<file path="src/rtl/bmd_256_latency_drain.sv">
// Drains the arrival-timestamp FIFO on trigger, emitting mod-2^TS_W deltas packed two per 64-bit beat.
// One FIFO read per 3 cycles; the output beat holds under !m_ready and stalls further reads.
module bmd_256_latency_drain #(
  parameter int TS_W  = 30,
  parameter int CNT_W = 14
) (
  input  logic             clk,
  input  logic             rst_n,
  input  logic             latency_reset_signal,
  input  logic             fifo_read_trigger,
  input  logic             fifo_counter_empty_out,
  input  logic [TS_W-1:0]  fifo_counter_value_out,
  output logic             fifo_counter_read_en,
  output logic [63:0]      m_data,
  output logic             m_valid,
  output logic             m_last,
  input  logic             m_ready,
  output logic [CNT_W-1:0] pass_count,
  output logic [TS_W-1:0]  max_delta,
  output logic             pass_done
);

  localparam int PAD = 31 - TS_W;

  typedef enum logic [2:0] {
    S_IDLE, S_READ, S_LATCH, S_CHECK, S_FLUSH, S_DONE
  } state_t;

  state_t           r_state;
  state_t           w_next;
  logic [TS_W-1:0]  r_prev;
  logic [TS_W-1:0]  r_delta;
  logic [31:0]      r_lane0;
  logic             r_half;
  logic             r_read_en;
  logic [63:0]      r_m_data;
  logic             r_m_valid;
  logic             r_m_last;
  logic [CNT_W-1:0] r_pass_count;
  logic [TS_W-1:0]  r_max_delta;
  logic             r_pass_done;

  logic             w_rst;
  logic             w_out_free;
  logic [TS_W-1:0]  w_delta;
  logic [31:0]      w_lane_new;
  logic             w_start;
  logic             w_store_lane0;
  logic             w_load_beat;
  logic [63:0]      w_beat_data;
  logic             w_beat_last;

  assign w_rst      = !rst_n || latency_reset_signal;
  assign w_out_free = !r_m_valid || m_ready;
  assign w_delta    = fifo_counter_value_out - r_prev;
  assign w_lane_new = {1'b1, {PAD{1'b0}}, r_delta};

  always_comb begin
    w_next        = r_state;
    w_start       = 1'b0;
    w_store_lane0 = 1'b0;
    w_load_beat   = 1'b0;
    w_beat_data   = r_m_data;
    w_beat_last   = r_m_last;
    case (r_state)
      S_IDLE: begin
        if (fifo_read_trigger) begin
          w_start = 1'b1;
          w_next  = S_READ;
        end
      end
      S_READ:  w_next = S_LATCH;
      S_LATCH: w_next = S_CHECK;
      S_CHECK: begin
        // empty_out here already reflects the read issued two cycles earlier
        if (!r_half) begin
          w_store_lane0 = 1'b1;
          w_next        = fifo_counter_empty_out ? S_FLUSH : S_READ;
        end else if (w_out_free) begin
          w_load_beat = 1'b1;
          w_beat_data = {w_lane_new, r_lane0};
          w_beat_last = fifo_counter_empty_out;
          w_next      = fifo_counter_empty_out ? S_DONE : S_READ;
        end
      end
      S_FLUSH: begin
        if (w_out_free) begin
          w_load_beat = 1'b1;
          w_beat_data = {32'h0, r_lane0};
          w_beat_last = 1'b1;
          w_next      = S_DONE;
        end
      end
      S_DONE: begin
        // a trigger left high from this pass must not re-arm
        if (!r_m_valid && !fifo_read_trigger) w_next = S_IDLE;
      end
      default: w_next = S_IDLE;
    endcase
  end

  always_ff @(posedge clk) begin
    if (w_rst) begin
      r_state      <= S_IDLE;
      r_prev       <= '0;
      r_delta      <= '0;
      r_lane0      <= '0;
      r_half       <= 1'b0;
      r_read_en    <= 1'b0;
      r_m_data     <= '0;
      r_m_valid    <= 1'b0;
      r_m_last     <= 1'b0;
      r_pass_count <= '0;
      r_max_delta  <= '0;
      r_pass_done  <= 1'b0;
    end else begin
      r_state     <= w_next;
      r_read_en   <= (w_next == S_READ);
      r_pass_done <= (r_state == S_DONE) && r_m_valid && r_m_last && m_ready;

      if (w_start) begin
        r_prev       <= '0;
        r_half       <= 1'b0;
        r_pass_count <= '0;
        r_max_delta  <= '0;
      end

      if (r_state == S_LATCH) begin
        r_delta <= w_delta;
        r_prev  <= fifo_counter_value_out;
        if (r_pass_count != {CNT_W{1'b1}}) r_pass_count <= r_pass_count + CNT_W'(1);
        if (w_delta > r_max_delta) r_max_delta <= w_delta;
      end

      if (w_store_lane0) begin
        r_lane0 <= w_lane_new;
        r_half  <= 1'b1;
      end

      if (w_load_beat) begin
        r_m_data  <= w_beat_data;
        r_m_last  <= w_beat_last;
        r_m_valid <= 1'b1;
        r_half    <= 1'b0;
      end else if (m_ready) begin
        r_m_valid <= 1'b0;
      end
    end
  end

  assign fifo_counter_read_en = r_read_en;
  assign m_data               = r_m_data;
  assign m_valid              = r_m_valid;
  assign m_last               = r_m_last;
  assign pass_count           = r_pass_count;
  assign max_delta            = r_max_delta;
  assign pass_done            = r_pass_done;

endmodule

</file>
<file path="config.mk">
export PLATFORM = sky130hd
export DESIGN_NAME = bmd_256_latency_drain
export DESIGN_NICKNAME = d
export VERILOG_FILES = /design/src/rtl/bmd_256_latency_drain.sv
export SDC_FILE = /design/constraint.sdc
export NUM_CORES = 1
export LEC_CHECK = 0
export BUFFER_PORTS_ARGS = -buffer_cell sky130_fd_sc_hd__buf_2
export CAP_MARGIN = 20
export CELL_PAD_IN_SITES_DETAIL_PLACEMENT = 0
export CELL_PAD_IN_SITES_GLOBAL_PLACEMENT = 2
export CORE_MARGIN = 2
export CORE_UTILIZATION = 34
export CTS_CLUSTER_DIAMETER = 100
export CTS_CLUSTER_SIZE = 16
export DETAILED_ROUTE_END_ITERATION = 16
export GPL_TIMING_DRIVEN = 0
export MAX_ROUTING_LAYER = met4
export PLACE_DENSITY = 0.8
export SYNTH_ARGS = -nofsm -noshare
export SYNTH_HDL_FRONTEND = slang
export SYNTH_SLANG_ARGS = --single-unit
export TNS_END_PERCENT = 10
</file>
<file path="constraint.sdc">
create_clock -name clk -period 7.1 [get_ports clk]
set_clock_uncertainty 0.2 [all_clocks]
set_input_delay 1.42 -clock clk [delete_from_list [all_inputs] [get_ports clk]]
set_output_delay 1.42 -clock clk [all_outputs]
set_load 0.02 [all_outputs]
</file>
After elaboration in Yosys (flattened, before gate mapping)
Cells that the tools add are included.
Widths: inputs -> output; s select.
{ "op_classes": {"n_reduce_logical": 16, "n_mux": 35, "n_addsub": 2, "magnitude_cmp": 1, "n_eq_ne": 10} }
{ "ops": {"columns": ["op", "n"], "rows": [
  ["$mux 64", 3],
  ["$mux 30", 5],
  ["$pmux 64 s2", 1],
  ["$mux 14", 3],
  ["$gt 30x30->1", 1],
  ["$sub 30x30->30", 1],
  ["$mux 3", 7],
  ["$pmux 3 s6", 1],
  ["$add 14x1->14 const B", 1],
  ["$ne 14x14->1 const B", 1],
  ["$mux 1", 13],
  ["$reduce_bool 2->1", 4],
  ["$eq 3x1->1 const B", 2],
  ["$eq 3x2->1 const B", 2],
  ["$eq 3x3->1 const B", 2],
  ["$ne 2x2->1 const B", 3],
  ["$reduce_and 5->1", 1],
  ["$logic_and 1x1->1", 4],
  ["$pmux 1 s2", 2],
  ["$logic_not 1->1", 3],
  ["$logic_not 3->1", 1],
  ["$logic_or 1x1->1", 2],
  ["$reduce_or 2->1", 1]
]} }
{ "totals": {"ff_bits": 207, "out_inout_bits": 112, "input_bits": 36} }

Logic depth before layout (Yosys ltp)
{ "logic_depth": {"depth_word": 6, "depth_mapped": 20} }

Least setup slack after synthesis
OpenSTA, ideal clock, no wires.
{ "synth_path": {"path_type": "input to register", "start": "input port fifo_counter_value_out[0]", "end": "register r_max_delta[10], in the netlist max_delta[10]", "path_buffers": 1, "setup_slack_ns": 1.469, "path_stages": 19, "setup_time_ns": 0.128, "t_required_ns": 6.772, "arrival_time_ns": 5.303, "cell_sequence": "inv_1 -> ha_1 -> fa_1 -> and2b_1 -> o2111ai_1 -> a211o_1 -> a211o_1 -> a211oi_1 -> o31ai_1 -> and2_1 -> ha_1 -> nand4_1 -> nor4_1 -> a31oi_1 -> and2_1 -> a22oi_2 -> buf_2 -> mux2i_1 -> nor2_1"} }
{ "synth_via": {"elab_chain_cells": 4} }
{ "synth_rtl": {"columns": ["element", "line_no", "rtl"], "rows": [
  ["start, declared", "12", "input logic [TS_W-1:0] fifo_counter_value_out,"],
  ["$sub 30x30->30", "55", "assign w_delta = fifo_counter_value_out - r_prev;"],
  ["named net w_delta[28]", "45", "logic [TS_W-1:0] w_delta;"],
  ["$gt 30x30->1", "132", "if (w_delta > r_max_delta) r_max_delta <= w_delta;"],
  ["$mux 30", "132", null],
  ["$mux 30", "128", "if (r_state == S_LATCH) begin"],
  ["end signal, assigned", "132", null],
  ["end, declared", "40", "logic [TS_W-1:0] r_max_delta;"]
]} }
The timed path passes the listed nets, and every way through them passes these cells.
A chain may end at the register's enable or synchronous reset.

Final worst setup path
{ "layout_path": {"start": "input port fifo_counter_value_out[0]", "end": "register r_max_delta[26], in the netlist max_delta[26]"} }
Same word-level chain as after synthesis.

==> qor.txt <==
Clock sinks = 205
CTS tree = yes
Post-synth EDFFs = 0
CP max stage delay = 520 ps
Starting Density = 0.347
IO Pins = 148
All-layer global routing usage = 0.193
Routed len/inst = 16.6 um
Crit path required time = 7330 ps
Setup WS pre-CTS = 265 ps
WP buf/inv = 3
1st-pass router iterations = 5
Slew Limit Fails = 0
Fin crit share = 0.887
Share of cells above drive strength 1 = 0.133
M1 GR Usage = 0.272
# port buffers = 145
Final wirelength = 28.8 mm
Vias in the first global route = 8153
Largest net degree at the start of global routing = 17
Synth async-reset ratio = 0
Initial drt markers = 400
VDD IR max = 0.119 mV
Routability cong. = 0.828
Mapped Cells = 1187
Die area = 0.0299 mm2
CP delay by family, top = compound AO/OA/AOI/OAI gates
Max_cap viols = 0
Setup repair bufs after CTS = 0
GR Util met2 = 0.300
Syn Std Cell Area = 0.00970 mm2
Area delta synth->final = 16.8%
Crit path arrival time = 6530 ps
Synthesis warning total = 0
Total power = 2.25 mW
Layout Nets = 1448
Leak = 4.49 nW
PD cells = 199 mW/mm2
Yosys reg bits = 205
Crit. End Element = flip-flop
Root Buffer = clkbuf_16
Crit Path Category = input pin to flip-flop
RSZ-0062 raised after global routing = false
Sequential share of the synthesized area = 0.423
Setup TNS = 0 ps
Max Buffers Root-to-Sink = 3
Status = finished, final reports clean
Yosys cell types = 62
Global route hottest layer = met2
M3 GR Usage = 0.0229
Post-CTS Hold Fix Bufs = 0
Remaining antenna violation count = 0
FILL cells = 2989
Worst-path clk slew = 70 ps
Grt ovf = 0
Critical path peak fanout = 9
Fin crit period = 6300 ps
Initial antenna violation count = 0
Final setup viols = 0
# DRC = 0
H-tree depth = 1
PostCTS Resize Cnt = 0
Hold crit path type = flip-flop to flip-flop
WHS = 250 ps
Core Box Area = 0.0279 mm2
Via density per instance = 4.90
Global-route wire length before repair = 45.4 mm
Worst setup SP type = input pin
Syn avg cell area = 8.18 um2
Height of the die = 173 um
Most used DFF post-synth = dfxtp_1
Die width = 173 um
Crit-path slowest cell = nor4_1
Maximum clock frequency = 159 MHz
Final hold vios = 0
Clk_lat worst skew = 490 ps
Relative slew margins = 0.438
Crit path cell chain = buf_2 -> inv_1 -> ha_1 -> fa_1 -> and2b_1 -> o2111ai_1 -> a211o_1 -> a211o_1 -> nand2_1 -> a31oi_1 -> xnor2_1 -> ha_1 -> nand4_1 -> nor4_1 -> a31oi_1 -> and2_1 -> a22oi_2 -> and3_1 -> clkbuf_1 -> a22o_1
Measured slew at the worst slew-check pin = 843 ps
Post-route setup slack = 802 ps
Total number of vias = 8476
Inserted Clock Buffers = 16
Post-DP HPWL = 22.1 mm
Antenna diodes = 0
FP Rows = 61
==> final timing paths <==
path / startpoint / slack, ps / end / depth (start not counted)
worst min-delay path: m_data[13] / 250 / m_data[13] / 2
worst min register to register: m_data[13] / 250 / m_data[13] / 2
worst max-delay path: fifo_counter_value_out[0] / 800 / max_delta[26] / 20
worst max register to register: r_prev[0] / 1550 / max_delta[26] / 18
==> registers in the layout (all words and copies together) (netlist names) <==
name	cells
r_prev	30
max_delta	30
m_valid	1
pass_done	1
m_last	1
r_lane0	31
pass_count	14
m_data	62
r_state	3
fifo_counter_read_en	1
r_delta	30
r_half	1
==> synth_stat cells (all sizes together) (2+ instances only) <==
cell type / instances / area share
a2111oi: 4 / 0.0040
a211oi: 6 / 0.0046
a21o: 20 / 0.016
and2: 25 / 0.016
nor2: 110 / 0.043
and4: 2 / 0.0018
nor3: 8 / 0.0041
and3: 12 / 0.0079
nand2: 208 / 0.080
a221oi: 3 / 0.0040
o2111ai: 3 / 0.0027
nand3b: 2 / 0.0015
a22o: 40 / 0.036
ha: 60 / 0.077
nor2b: 5 / 0.0032
o211ai: 4 / 0.0031
a22oi: 33 / 0.026
a41oi: 2 / 0.0026
inv: 72 / 0.028
a21oi: 140 / 0.072
dfxtp: 205 / 0.42
a31oi: 10 / 0.0080
nand4: 14 / 0.0090
o31a: 2 / 0.0018
o21a: 6 / 0.0046
buf: 9 / 0.0049
clkbuf: 63 / 0.024
nand2b: 7 / 0.0045
xnor2: 14 / 0.013
mux2i: 17 / 0.018
o21ai: 30 / 0.015
o31ai: 4 / 0.0031
or3: 2 / 0.0013
a211o: 3 / 0.0027
o2bb2ai: 2 / 0.0018
nand3: 15 / 0.0077
xor2: 12 / 0.012
==> cells by family (layout without fill, tap and decap cells) <==
family,count (synthesis),count (layout),synth area share
other,1,2,0.000386
DFF,205,205,0.423
and+or+nand+nor,415,415,0.184
adders and majority gates,61,61,0.0794
muxes,17,17,0.0175
AOI/OAI and AO/OA,318,318,0.214
buffers and inverters,144,307,0.0572
xor gates and xnor gates,26,26,0.0242
==> cell usage in the layout, fill, tap and decap left out, types with 4 or more instances in the layout <==
cell | netlist | routed
nand3_1 | 15 | 15
a21o_1 | 19 | 19
o31ai_1 | 4 | 4
clkbuf_1 | 62 | 62
xnor2_1 | 14 | 14
nor3_1 | 8 | 8
dfxtp_1 | 205 | 205
xor2_1 | 11 | 11
buf_2 | 5 | 150
o211ai_1 | 4 | 4
and3_1 | 11 | 11
inv_1 | 72 | 72
a211oi_1 | 6 | 6
o21ai_0 | 27 | 27
nor2b_1 | 5 | 5
mux2i_1 | 17 | 17
ha_1 | 60 | 60
nor2_1 | 110 | 110
clkbuf_16 | 0 | 17
and2_1 | 25 | 25
nand2b_1 | 7 | 7
a31oi_1 | 9 | 9
o21a_1 | 6 | 6
nand4_1 | 14 | 14
nand2_1 | 208 | 208
a22o_1 | 40 | 40
a21oi_1 | 140 | 140
a22oi_1 | 32 | 32
==> worst register-to-register path, cell delays in order (launching register included) <==
cell and delay [ps]:
dfxtp_1 320, ha_1 210, fa_1 400, and2b_1 230, o2111ai_1 200, a211o_1 410
a211o_1 360, nand2_1 150, a31oi_1 220, xnor2_1 210, ha_1 300, nand4_1 170
nor4_1 520, a31oi_1 200, and2_1 200, a22oi_2 360, and3_1 230, clkbuf_1 400
a22o_1 200
==> per-layer routing <==
layer  vias to the layer above  share of wire
met1                      3894           0.51
met5                         -              0
met3                        24          0.038
li1                       4404              -
met4                         0          0.014
met2                       154           0.44
==> where the power goes <==
part	leakage, nW	switching (mW)	internal [mW]
logic	2.62	0.169	0.0888
clock network	0.213	0.416	0.425
registers	1.65	0.00261	1.15
total	4.49	0.588	1.67
==> per-stage QoR <==
step	std cells	instance area (um2)	utilization
after floorplan	1188	9710	-
after CTS	1729	11300	0.406
final	1729	11300	0.406
after global routing	1729	11300	0.406
after global placement	1711	10900	0.390
after detailed placement	1711	10900	0.390
==> cell type report <==
| cell class | count | area (um2) | area share |
|---|---|---|---|
| multi-input cells | 839 | 5050 | 0.445 |
| repair buffers | 145 | 726 | 0.0640 |
| inverters | 72 | 270 | 0.0238 |
| flip-flops and latches | 205 | 4100 | 0.362 |
| clock buffers | 17 | 425 | 0.0375 |
| plain buffers | 72 | 285 | 0.0252 |
| well taps | 378 | 473 | 0.0417 |
| clock inverters | 1 | 5.00 | 0.000441 |
No activity file was read; power rests on OpenSTA's default activity.
